===== config.mk =====
export PLATFORM = sky130hd
export DESIGN_NAME = video_pattern_gen
export DESIGN_NICKNAME = d
export VERILOG_FILES = /design/src/rtl/video_pattern_gen.sv
export SDC_FILE = /design/constraint.sdc
export NUM_CORES = 1
export LEC_CHECK = 0
export CELL_PAD_IN_SITES_DETAIL_PLACEMENT = 1
export CELL_PAD_IN_SITES_GLOBAL_PLACEMENT = 2
export CORE_MARGIN = 8
export CORE_UTILIZATION = 36
export DETAILED_ROUTE_END_ITERATION = 8
export HOLD_SLACK_MARGIN = 0.1
export PLACE_DENSITY = 0.9
export SETUP_SLACK_MARGIN = 0.15
export SLEW_MARGIN = 20
export SYNTH_ARGS = -nofsm -noshare
export SYNTH_HDL_FRONTEND = slang
export SYNTH_SLANG_ARGS = --single-unit

===== constraint.sdc =====
create_clock -name clk -period 7.98 [get_ports clk]
set_clock_uncertainty 0.05 [all_clocks]
set_input_delay 0.798 -clock clk [delete_from_list [all_inputs] [get_ports clk]]
set_output_delay 0.798 -clock clk [all_outputs]
set_load 0.02 [all_outputs]

===== src/rtl/video_pattern_gen.sv =====
// Parallel-video test pattern transmitter.
// Produces VBL / ACT / HBL framing on vs_o/hs_o/de_o with a selectable pattern.
// Configuration is captured once per frame. All outputs are registered.
module video_pattern_gen #(
    parameter int DATA_WIDTH  = 8,
    parameter int CNT_WIDTH   = 12,
    parameter int FRCNT_WIDTH = 16
) (
    input  logic                   clk,
    input  logic                   rst_n,
    input  logic                   en_i,
    input  logic [CNT_WIDTH-1:0]   cfg_pix_i,
    input  logic [CNT_WIDTH-1:0]   cfg_row_i,
    input  logic [CNT_WIDTH-1:0]   cfg_hbl_i,
    input  logic [CNT_WIDTH-1:0]   cfg_vbl_i,
    input  logic [1:0]             cfg_mode_i,
    input  logic [DATA_WIDTH-1:0]  cfg_const_i,
    output logic [DATA_WIDTH-1:0]  do_o,
    output logic                   de_o,
    output logic                   hs_o,
    output logic                   vs_o,
    output logic                   sof_o,
    output logic                   busy_o,
    output logic [FRCNT_WIDTH-1:0] frame_cnt_o
);

    typedef enum logic [1:0] {S_IDLE, S_VBL, S_ACT, S_HBL} state_t;

    localparam logic [CNT_WIDTH-1:0] ONE = CNT_WIDTH'(1);

    state_t                 r_state, w_state_nxt;
    logic [CNT_WIDTH-1:0]   r_cnt, w_cnt_nxt;   // phase cycle counter; equals x in ACT
    logic [CNT_WIDTH-1:0]   r_y, w_y_nxt;
    logic                   w_latch, w_frame_done;

    // Per-frame configuration snapshot
    logic [CNT_WIDTH-1:0]   r_pix, r_row, r_hbl, r_vbl;
    logic [1:0]             r_mode;
    logic [DATA_WIDTH-1:0]  r_const;

    // Output registers
    logic [DATA_WIDTH-1:0]  r_do;
    logic                   r_de, r_hs, r_vs, r_sof, r_busy;
    logic [FRCNT_WIDTH-1:0] r_frame_cnt;

    // Next-value terms of the output registers
    logic [DATA_WIDTH-1:0]  w_do_nxt;
    logic                   w_de_nxt, w_hs_nxt, w_vs_nxt, w_sof_nxt, w_busy_nxt;

    // Next-state and counter logic for the framing FSM
    always_comb begin
        // NOTE: every signal gets a default first so no path leaves it unassigned, which would infer a latch.
        w_state_nxt  = r_state;
        w_cnt_nxt    = r_cnt;
        w_y_nxt      = r_y;
        w_latch      = 1'b0;
        w_frame_done = 1'b0;
        case (r_state)
            S_IDLE: begin
                if (en_i) begin
                    w_latch     = 1'b1;
                    w_state_nxt = S_VBL;
                    w_cnt_nxt   = '0;
                    w_y_nxt     = '0;
                end
            end
            S_VBL: begin
                w_y_nxt = '0;
                if (r_cnt == r_vbl - ONE) begin
                    w_state_nxt = S_ACT;
                    w_cnt_nxt   = '0;
                end else begin
                    w_cnt_nxt = r_cnt + ONE;
                end
            end
            S_ACT: begin
                if (r_cnt == r_pix - ONE) begin
                    w_state_nxt = S_HBL;
                    w_cnt_nxt   = '0;
                end else begin
                    w_cnt_nxt = r_cnt + ONE;
                end
            end
            S_HBL: begin
                if (r_cnt != r_hbl - ONE) begin
                    w_cnt_nxt = r_cnt + ONE;
                end else if (r_y < r_row - ONE) begin
                    w_state_nxt = S_ACT;
                    w_cnt_nxt   = '0;
                    w_y_nxt     = r_y + ONE;
                end else begin
                    // Last line done: the frame closes; en_i decides run-on or stop.
                    w_frame_done = 1'b1;
                    w_cnt_nxt    = '0;
                    w_y_nxt      = '0;
                    if (en_i) begin
                        w_latch     = 1'b1;
                        w_state_nxt = S_VBL;
                    end else begin
                        w_state_nxt = S_IDLE;
                    end
                end
            end
            default: w_state_nxt = S_IDLE;
        endcase
    end

    // Output values for the state being entered, so registered outputs line up with r_state
    always_comb begin
        w_de_nxt   = (w_state_nxt == S_ACT);
        w_hs_nxt   = (w_state_nxt != S_ACT);
        w_vs_nxt   = (w_state_nxt == S_IDLE) || (w_state_nxt == S_VBL);
        w_busy_nxt = (w_state_nxt != S_IDLE);
        w_sof_nxt  = w_de_nxt && (w_cnt_nxt == '0) && (w_y_nxt == '0);
        w_do_nxt   = '0;
        if (w_de_nxt) begin
            case (r_mode)
                2'd0:    w_do_nxt = DATA_WIDTH'(w_cnt_nxt);
                2'd1:    w_do_nxt = DATA_WIDTH'(w_y_nxt);
                2'd2:    w_do_nxt = DATA_WIDTH'(w_cnt_nxt) + DATA_WIDTH'(w_y_nxt)
                                  + DATA_WIDTH'(r_frame_cnt);
                default: w_do_nxt = r_const;
            endcase
        end
    end

    // FSM state and position counters
    always_ff @(posedge clk or negedge rst_n) begin
        // NOTE: clocked state uses non-blocking assignments so all registers update from pre-edge values.
        if (!rst_n) begin
            r_state <= S_IDLE;
            r_cnt   <= '0;
            r_y     <= '0;
        end else begin
            r_state <= w_state_nxt;
            r_cnt   <= w_cnt_nxt;
            r_y     <= w_y_nxt;
        end
    end

    // Configuration snapshot at each frame start; zero sizes clamp to 1
    always_ff @(posedge clk or negedge rst_n) begin
        if (!rst_n) begin
            r_pix   <= ONE;
            r_row   <= ONE;
            r_hbl   <= ONE;
            r_vbl   <= ONE;
            r_mode  <= 2'd0;
            r_const <= '0;
        end else if (w_latch) begin
            r_pix   <= (cfg_pix_i == '0) ? ONE : cfg_pix_i;
            r_row   <= (cfg_row_i == '0) ? ONE : cfg_row_i;
            r_hbl   <= (cfg_hbl_i == '0) ? ONE : cfg_hbl_i;
            r_vbl   <= (cfg_vbl_i == '0) ? ONE : cfg_vbl_i;
            r_mode  <= cfg_mode_i;
            r_const <= cfg_const_i;
        end
    end

    // Registered video outputs and completed-frame counter (wraps naturally)
    always_ff @(posedge clk or negedge rst_n) begin
        if (!rst_n) begin
            r_do        <= '0;
            r_de        <= 1'b0;
            r_hs        <= 1'b1;
            r_vs        <= 1'b1;
            r_sof       <= 1'b0;
            r_busy      <= 1'b0;
            r_frame_cnt <= '0;
        end else begin
            r_do   <= w_do_nxt;
            r_de   <= w_de_nxt;
            r_hs   <= w_hs_nxt;
            r_vs   <= w_vs_nxt;
            r_sof  <= w_sof_nxt;
            r_busy <= w_busy_nxt;
            if (w_frame_done) begin
                r_frame_cnt <= r_frame_cnt + FRCNT_WIDTH'(1);
            end
        end
    end

    assign do_o        = r_do;
    assign de_o        = r_de;
    assign hs_o        = r_hs;
    assign vs_o        = r_vs;
    assign sof_o       = r_sof;
    assign busy_o      = r_busy;
    assign frame_cnt_o = r_frame_cnt;

endmodule


==> flow_metrics.py, run 1 <==
metrics = {
    "route": {
        "drc": 0,
        "vias": 6333,
        "via_per_inst": 5.62,
        "finalWirelength_um": 22500,
        "dr.pass1.iters": 5,
        "ant_nets": 0,
        "drt_iter0_drc": 320,
        "wl_per_cell_um": 19.9,
    },
    "worst_setup_path": {
        "cp_max_fo": 6,
        "crit_arrival_ps": 6630,
        "reg2reg_slack_ps": 1610,
        "worstSetupPathType": "reg -> reg",
        "cpPeakStageDelay_ps": 570,
        "end_kind": "flop",
        "regToRegStartpoint": "r_row[5]",
        "cp_data_required_time_ps": 8230,
        "rr_worst_depth": 21,
        "cp-start-kind": "flop",
        "cp_slowest_cell": "o311ai_1",
        "path_cells": "nor4_1 > nand2_1 > nor4_1 > xnor2_1 > ha_1 > a211oi_1 > nand2_1 > o41a_1 > nor2_1 > nand4_1 > o311ai_1 > fa_1 > ha_1 > inv_1 > o21bai_1 > a21o_1 > a21oi_1 > xnor2_1 > or3_1 > a32o_1 > a2111oi_2",
        "regToRegEndpoint": "do_o[7]",
    },
    "placed_design": {
        "hpwl_um": 16800,
        "dpl_worst_slack_ps": 1730,
        "routabilityCongestion": 0.887,
        "port_buffers": 89,
    },
    "logic_synthesis": {
        "async_reset_ff_share_pct": 100,
        "synth_most_common_cell": "dfrtp_1",
        "syn_nets": 858,
        "yosysWarnings": 0,
        "synth_cell_type_count": 82,
        "ys_ff_latch": 113,
        "synth_area_leaders": "dfrtp_1, mux2_2, xnor2_1, ha_1, xor2_1",
        "yosys-top-cells-count": "dfrtp_1, mux2_2, xnor2_1",
        "yosys.area.top_type_share_pct": 35.3,
        "synth_edf_count": 0,
        "synth-main-ff-cell": "dfrtp_1",
        "syn-cell-area_mm2": 0.00759,
        "ys_seq_area_share_pct": 37.3,
        "syn_inst": 761,
        "syn_avg_cell_area_um2": 9.98,
        "synth_area_leader_cell": "dfrtp_1",
    },
    "floorplanning": {
        "dieWidth_um": 161,
        "dieArea_mm2": 0.0260,
        "die_y_um": 161,
        "ios": 90,
        "row_count": 53,
        "core-area_mm2": 0.0209,
        "start_util_pct": 36.4,
    },
    "timing": {
        "grt_setup_unrepaired": "false",
        "min_period_ps": 6370,
        "finalSetupViolCount": 0,
        "fmax_mhz": 157,
        "fin_setup_tns_ps": 0,
        "period_share_pct": 79.9,
        "relSlewSlack_pct": 40.5,
        "finalHoldViolations": 0,
        "setup_ws_ps": 1610,
        "drv_slew": 0,
        "tightest_slew_ps": 884,
    },
    "layout": {
        "layout.nets": 936,
        "fillers": 2323,
        "syn2layout_area_growth_pct": 22.8,
        "post-route-util_pct": 44.7,
        "diodes": 0,
        "drive_gt1_share_pct": 14.6,
    },
    "pwr": {
        "p_leak_uw": 0.00385,
        "power_density_mw_per_mm2": 304,
        "peakVddDrop_mv": 0.157,
    },
    "global_routing": {
        "grt_util_all_layers_pct": 17.6,
        "overflow": 0,
        "grt_pass1_vias": 6630,
        "grt_pass1_wl_um": 36800,
        "grt_max_degree": 83,
        "antenna_found_initial": 0,
    },
    "clock_tree": {
        "cts-root-buf": "clkbuf_16",
        "holdBufCountCts": 0,
        "cts_resized": 0,
        "numCtsBuffers": 17,
        "cts_tree": "done",
        "htree_levels": 4,
        "insertion_delay_ps": 410,
        "clockBufferDepth": 2,
        "cts_setup_buffers": 0,
        "path_clk_slew_ps": 60,
        "clkSinkCount": 113,
    },
    "job": {
        "cap_violations": 0,
    },
    "outcome": {
        "outcome": "finished, final reports clean",
    },
    "hold_path": {
        "hold_path_class": "in -> async",
    },
}
layout make-up:
cell class                      instances  area, µm²  share of cell area (%)
Sequential cell                       113       2840                    30.4
Tap cell                              275        344                    3.69
Timing Repair Buffer                   92        915                    9.80
Clock buffer                           23        478                    5.12
Inverter                               35        131                    1.41
Clock inverter                          9        133                    1.42
Multi-Input combinational cell        580       4490                    48.2
cell families after synthesis:
logic type | after synthesis | share of synthesized area [%]
simple gates | 260 | 19.2
flops | 113 | 37.3
buf+inv | 68 | 3.61
mux | 61 | 9.44
compound gates | 147 | 14.7
xor+xnor | 76 | 8.95
fa+ha+maj | 36 | 6.72
through the flow:
stage	cells	hold WS (ps)	total power [µW]	area, µm²
4_1_cts	1127	271	2850	9320
5_1_grt	1127	296	3020	9330
6_report	1127	263	2830	9330
3_5_place_dp	1095	410	2040	8710
3_3_place_gp	1095	411	2000	8710
2_1_floorplan	761	424	1730	7590
report_power, final:
part / switching [µW] / internal (µW) / total, µW
Combinational: 537 / 497 / 1030
Sequential: 261 / 743 / 1000
Clock: 280 / 516 / 796
Total: 1080 / 1760 / 2830
cell usage in the layout, fill, tap and decap left out, drive strengths merged, types with 10 or more instances in the layout:
cell type | synthesis | layout
nand2 | 39 | 39
nor4 | 27 | 27
clkbuf | 20 | 23
inv | 35 | 35
nor3 | 31 | 31
o211ai | 12 | 12
mux2 | 55 | 55
dfrtp | 107 | 107
and2 | 10 | 10
xnor2 | 49 | 49
a31oi | 11 | 11
a211oi | 12 | 12
xor2 | 26 | 26
nor2 | 40 | 40
nand3 | 26 | 26
a21oi | 20 | 20
nand2b | 12 | 12
clkdlybuf4s50 | 0 | 88
o21ai | 29 | 29
nand4 | 15 | 15
and3 | 13 | 13
ha | 28 | 28
worst max-delay path, delay by kind of cell, from the launching register on:
kind,cells,cell delay [ps]
buf+inv,1,100
simple gates,7,1790
xor+xnor,2,280
fa+ha+maj,3,1140
compound gates,8,2510
flops,1,410
state kept, by name, summed over array words and instances, names as in the netlist:
signal and cells:
r_y 12, de_o 1, r_mode 2, r_const 8, r_pix 12, r_hbl 12
busy_o 1, sof_o 1, frame_cnt_o 16, r_cnt 12, hs_o 1, r_state 2
do_o 8, vs_o 1, r_row 12, r_vbl 12
worst max-delay path by stage:
stage,end,from
CTS,do_o[7],r_row[5]
global placement,do_o[7],r_row[5]
detailed placement,do_o[7],r_row[5]
global route,do_o[7],r_row[5]
floorplan,do_o[7],r_row[5]
finish,do_o[7],r_row[5]
metal layers:
layer	wire [µm]	up-vias	track usage, %
li1	-	2975	-
met1	10400	3195	23.5
met2	10700	138	28.4
met3	902	25	3.11
met4	446	0	5.85
met5	0	-	0
(Power assumes the default switching activity.)
==> run 2: changes to the inputs <==
==> constraint.sdc (replaced) <==
create_clock -name clk -period 6.7 [get_ports clk]
set_clock_uncertainty 0.05 [all_clocks]
set_input_delay 0.67 -clock clk [delete_from_list [all_inputs] [get_ports clk]]
set_output_delay 0.67 -clock clk [all_outputs]
set_load 0.02 [all_outputs]
==> run 2 against run 1 <==
  * Setup slack got worse by 980 ps
  * Global-route usage increased by 0.46 points
  * Routed wire length increased by 0.40%
  * Fmax up 4.9%
  * Core utilization increased by 0.078 points
  * Combinational power is 21% higher
  * Non-clock buffer count rose by 4
  * Via count shrank 0.49%
==> flow_metrics.py, run 2 (synthesis gave the netlist of run 1 again) <==
metrics = {
    "route": {
        "dr.pass1.iters": 4,
        "finalWirelength_um": 22600,
        "ant_nets": 0,
        "drc": 0,
        "wl_per_cell_um": 19.9,
        "via_per_inst": 5.57,
        "drt_iter0_drc": 245,
        "vias": 6302,
    },
    "hold_path": {
        "hold_path_class": "in -> async",
    },
    "worst_setup_path": {
        "cp-startpoint": "r_hbl[0]",
        "cpPeakStageDelay_ps": 570,
        "cpMostUsedCell": "inv_1",
        "crit_arrival_ps": 6340,
        "cp_slowest_cell": "dfstp_2",
        "cp-start-kind": "flop",
        "end_kind": "flop",
        "path_depth": 21,
        "cp_max_fo": 6,
        "cp_data_required_time_ps": 6970,
        "regToRegStartpoint": "r_hbl[0]",
        "crit_buf_inv": 3,
        "rr_worst_depth": 21,
        "worstSetupPathType": "reg -> reg",
        "path_delay_family": "compound AO/OA/AOI/OAI gates",
        "path_cells": "inv_1 > ha_1 > xnor2_1 > a311o_1 > a211o_1 > or3_1 > o211ai_2 > and4_1 > nor2_1 > fa_1 > inv_1 > fa_1 > inv_1 > a21oi_1 > o21bai_1 > a21o_1 > a21oi_1 > xnor2_1 > or3_1 > a32o_1 > a2111oi_2",
    },
    "pwr": {
        "p_int_uw": 2040,
        "peakVddDrop_mv": 0.138,
        "seqPwrFrac_pct": 35.4,
        "p_comb_share_pct": 37.3,
        "finalPower_uw": 3350,
        "p_leak_uw": 0.00387,
        "power_frac_clock_pct": 27.3,
        "power_density_mw_per_mm2": 359,
        "power_switching_uw": 1310,
        "p_sw_share_pct": 39.0,
    },
    "clock_tree": {
        "numCtsBuffers": 17,
        "path_clk_slew_ps": 60,
        "clockBufferDepth": 2,
        "insertion_delay_ps": 420,
        "cts_tree": "done",
        "cts_setup_buffers": 0,
        "htree_levels": 4,
        "cts-root-buf": "clkbuf_16",
        "holdBufCountCts": 0,
        "clkSinkCount": 113,
        "cts_resized": 0,
    },
    "layout": {
        "layout_common_cells": "dfrtp_1, clkdlybuf4s50_1, mux2_2, xnor2_1",
        "diodes": 0,
        "drive_gt1_share_pct": 15.7,
        "fillers": 2360,
        "layout_commonest_cell": "dfrtp_1",
        "layout.nets": 940,
        "syn2layout_area_growth_pct": 23.0,
        "largest_reg_flops": 16,
    },
    "floorplanning": {
        "core-area_mm2": 0.0209,
        "dieWidth_um": 161,
        "die_y_um": 161,
        "row_count": 53,
        "ios": 90,
        "start_util_pct": 36.4,
        "dieArea_mm2": 0.0260,
    },
    "timing": {
        "fmax_mhz": 165,
        "drv_slew": 0,
        "min_period_ps": 6080,
        "tightest_slew_ps": 931,
        "relSlewSlack_pct": 37.2,
        "fin_setup_tns_ps": 0,
        "period_share_pct": 90.7,
        "grt_setup_unrepaired": "false",
        "finalHoldViolations": 0,
        "finalSetupViolCount": 0,
    },
    "global_routing": {
        "grt_use_met3_pct": 3.59,
        "top_usage_layer": "met2",
        "grt_util_all_layers_pct": 18.1,
        "grt_pass1_vias": 6915,
        "grt_max_degree": 59,
        "overflow": 0,
        "antenna_found_initial": 0,
        "grt_use_met1_pct": 23.5,
        "use_met2_pct": 28.6,
        "grt_pass1_wl_um": 37800,
    },
    "placed_design": {
        "hpwl_um": 17000,
        "port_buffers": 89,
        "routabilityCongestion": 0.893,
    },
    "job": {
        "cap_violations": 0,
    },
    "outcome": {
        "outcome": "finished, final reports clean",
    },
}
-- run 2: cell count changes in the layout (fill, tap and decap cells not counted), moves of 2 or more --
cell,before,now
clkinv_4,2,0
clkbuf_1,3,0
clkbuf_8,3,1
o21bai_2,0,2
o21bai_1,6,4
inv_6,0,6
buf_4,3,8
-- run 2: final timing paths --
path | to | slack, ps
hold / removal | r_mode[0] | 240
hold reg to reg | frame_cnt_o[15] | 430
setup / recovery | do_o[7] | 620
setup reg to reg | do_o[7] | 620
min in group clk | frame_cnt_o[15] | 430
max in group asynchronous | r_cnt[9] | 5070
-- run 2: power groups by stage --
stage	sequential (µW)	clock, µW	combinational [µW]
final	1190	916	1250
after floorplan	1050	0	1010
after CTS	1190	938	1260
after global routing	1230	968	1390
after detailed placement	1200	0	1250
after global placement	1180	0	1210
-- run 2: area by class of cell --
type	instances	area, µm²	share of cell area (%)
flip-flops and latches	113	2840	30.3
inverters	35	131	1.41
well taps	275	344	3.68
repair buffers	96	941	10.1
clock buffers	18	439	4.70
multi-input cells	580	4500	48.2
clock inverters	14	150	1.61
-- run 2: per-stage QoR --
stage	worst slack, ps	instance area (µm²)	util, %	hold slack (ps)	cells
finish	622	9350	44.7	244	1131
global route	149	9350	44.7	305	1131
CTS	465	9330	44.7	266	1131
detailed placement	542	8740	41.8	422	1099
global placement	722	8740	41.8	410	1099
floorplan	1130	7590	-	324	761
-- run 2: routing by layer --
metal	routed length, µm	share of wire [%]	vias to the layer above
met4	618	2.7	0
met1	10200	45	3135
li1	-	-	2986
met5	0	0	-
met2	10700	48	141
met3	1010	4.5	40
==> run 3: changes to the inputs <==
--- a/config.mk
+++ b/config.mk
@@ -5,6 +5,7 @@
 export SDC_FILE = /design/constraint.sdc
 export NUM_CORES = 1
 export LEC_CHECK = 0
+export ABC_AREA = 0
 export CELL_PAD_IN_SITES_DETAIL_PLACEMENT = 1
 export CELL_PAD_IN_SITES_GLOBAL_PLACEMENT = 2
 export CORE_MARGIN = 8
==> results of run 3 <==
The final DEF is identical to that of run 2; final timing and power are the same.
==> patch: new RTL, settings of run 2 <==
Set the parameter `FRCNT_WIDTH` to 32 (it was 16).
--- a/src/rtl/video_pattern_gen.sv
+++ b/src/rtl/video_pattern_gen.sv
@@ -4,7 +4,7 @@
 module video_pattern_gen #(
     parameter int DATA_WIDTH  = 8,
     parameter int CNT_WIDTH   = 12,
-    parameter int FRCNT_WIDTH = 16
+    parameter int FRCNT_WIDTH = 32
 ) (
     input  logic                   clk,
     input  logic                   rst_n,
Interface: changed (resized frame_cnt_o); port bits go from 90 to 106. No check against the original RTL was run, so the function may have changed too.
==> patch against run 2 <==
Total power rose by 13%; setup slack gained 4.5 ps; first-iteration DRC count is 64% higher; sequential cell count grew 16; synthesized cell count grew 8.8%; cell area rose by 8.9%; synthesized area increased by 8.6%; highest routed layer unchanged; largest cell class unchanged; critical path depth is 3 higher; global-route usage increased by 0.29 points; routed wire length up 10%.
==> patch: results (changes against run 2) <==
================================================================================
Clock distribution area overhead in the final layout                       5.54%   was 6.31%
Area contributors post-synth                                        sky130_fd_sc_hd__dfrtp_1, sky130_fd_sc_hd__xnor2_1, sky130_fd_sc_hd__mux2_2   was sky130_fd_sc_hd__dfrtp_1, sky130_fd_sc_hd__mux2_2, sky130_fd_sc_hd__xnor2_1
Static Leak                                                              4.31 nW   was 3.87 nW
Net switching share of the total power                                     40.9%   was 39.0%
Iteration-0 DRC count of the detailed router                                 402   was 245
Post-synthesis net count                                                     925   was 858
Post-detail-place hpwl                                                  18300 µm   was 17000 µm
Multi-input gate area                                                   4740 µm²   was 4500 µm²
H-tree level count                                                             4   unchanged
Via count of the first global-routing pass                                  7538   was 6915
Cell depth of the worst flop-to-flop path                                     24   was 21
Sequential fraction of the synthesis area                                  39.2%   was 37.3%
Number of port buffers                                                       105   was 89
Setup slack after placement                                               696 ps   was 542 ps
Crit Path Max Fanout                                                          10   was 6
Slew at the pin with the worst max-slew slack                             906 ps   was 931 ps
Number of nets in the layout                                                1031   was 940
Seq area share                                                             31.8%   was 30.3%
Area share of buffers outside the clock network                            11.4%   was 10.1%
Data arrival, critical path                                              6350 ps   was 6340 ps
Non-Filler Cell Area, Final                                            10200 µm²   was 9350 µm²
Count of plain and timing-repair buffers                                     119   was 96
Clk Latency, worst-skew pair                                              440 ps   was 420 ps
Power Total                                                            0.00378 W   was 0.00335 W
Most used standard cells in the synthesized netlist                 sky130_fd_sc_hd__dfrtp_1, sky130_fd_sc_hd__nand2_1, sky130_fd_sc_hd__xnor2_1   was sky130_fd_sc_hd__dfrtp_1, sky130_fd_sc_hd__mux2_2, sky130_fd_sc_hd__xnor2_1
Layout fillers                                                              2479   was 2360
Cell variety after synth                                                      78   was 82
Multi-input combinational cell count                                         634   was 580
Run status                                                          finished clean   unchanged
Routed len/inst                                                          20.2 µm   was 19.9 µm
IR Drop Worst-Case VDD                                                0.000124 V   was 0.000138 V
Routability-driven placement congestion ratio                              0.809   was 0.893
Non-Clock Inverter Count                                                      33   was 35
Maximum clock insertion buffer count                                           2   unchanged
GRT Total Usage                                                            18.4%   was 18.1%
Period Utilization, post-route                                             90.7%   about the same
Cell area after placement                                               9610 µm²   was 8740 µm²
Number of vias in the routed layout                                         6865   was 6302
Wire length of the first global-routing pass                            41300 µm   was 37800 µm
Tap cell count                                                               285   was 275
Total iterations of the first detailed-routing run                             5   was 4
Largest net degree at the start of global routing                             69   was 59
Fraction of final layout cells with drive strength greater than 1          12.9%   was 15.7%
Startpoint of the most critical setup path                              r_hbl[0]   unchanged
Clock Sink Count                                                             129   was 113
Number of flip-flops in the largest register                                  32   was 16
================================================================================
patch: cell types whose count changed in the layout (fill, tap and decap cells not counted), sizes merged, moves of 7 or more:
cell and delta:
a211oi -10, a21o +7, a21oi -8, buf +7, clkdlybuf4s50 +16, dfrtp +16, mux2 -8, nand2 +30
nor2 +11, xnor2 +12, xor2 +7
patch: how the worst max path moves through the flow:
stage	to	cells after the start
after CTS	do_o[7]	24
after global placement	do_o[7]	24
after detailed placement	do_o[7]	24
after floorplan	do_o[7]	24
final	do_o[7]	24
after global routing	do_o[7]	25
patch: critical path, delay by kind of cell (launching register included):
kind                     cells  cell delay (ps)
adder cells (fa/ha/maj)      4             1370
buffers and inverters        4              390
XOR/XNOR                     3              460
flip-flops                   1              560
AO/OA/AOI/OAI               10             2350
AND/OR/NAND/NOR              3              770
patch: logic make-up after synthesis:
group	synth area share, %
adders and majority gates	6.19
AOI/OAI and AO/OA	11.9
and+or+nand+nor	20.8
buffers and inverters	3.37
muxes	8.27
xor gates and xnor gates	10.3
DFF	39.2
patch: power groups by stage:
stage          registers [W]  logic [W]  clock network, W
2_1_floorplan        0.00122    0.00114                 0
3_3_place_gp         0.00130    0.00152                 0
3_5_place_dp         0.00131    0.00156                 0
4_1_cts              0.00130    0.00158          0.000927
5_1_grt              0.00134    0.00173          0.000955
6_report             0.00130    0.00157          0.000908
patch: per-stage QoR:
stage / hold slack, ps / cells
floorplan: 324 / 828
CTS: 211 / 1232
detailed placement: 412 / 1200
global route: 237 / 1232
finish: 194 / 1232
global placement: 407 / 1200
patch: per-layer routing:
layer  vias to the layer above  routed length, µm  track usage (%)
met5                         -                  0                0
met4                         0                538             6.25
met3                        37                973             3.97
met2                       143              12600             31.6
met1                      3459              10800             22.4
li1                       3226                  -                -
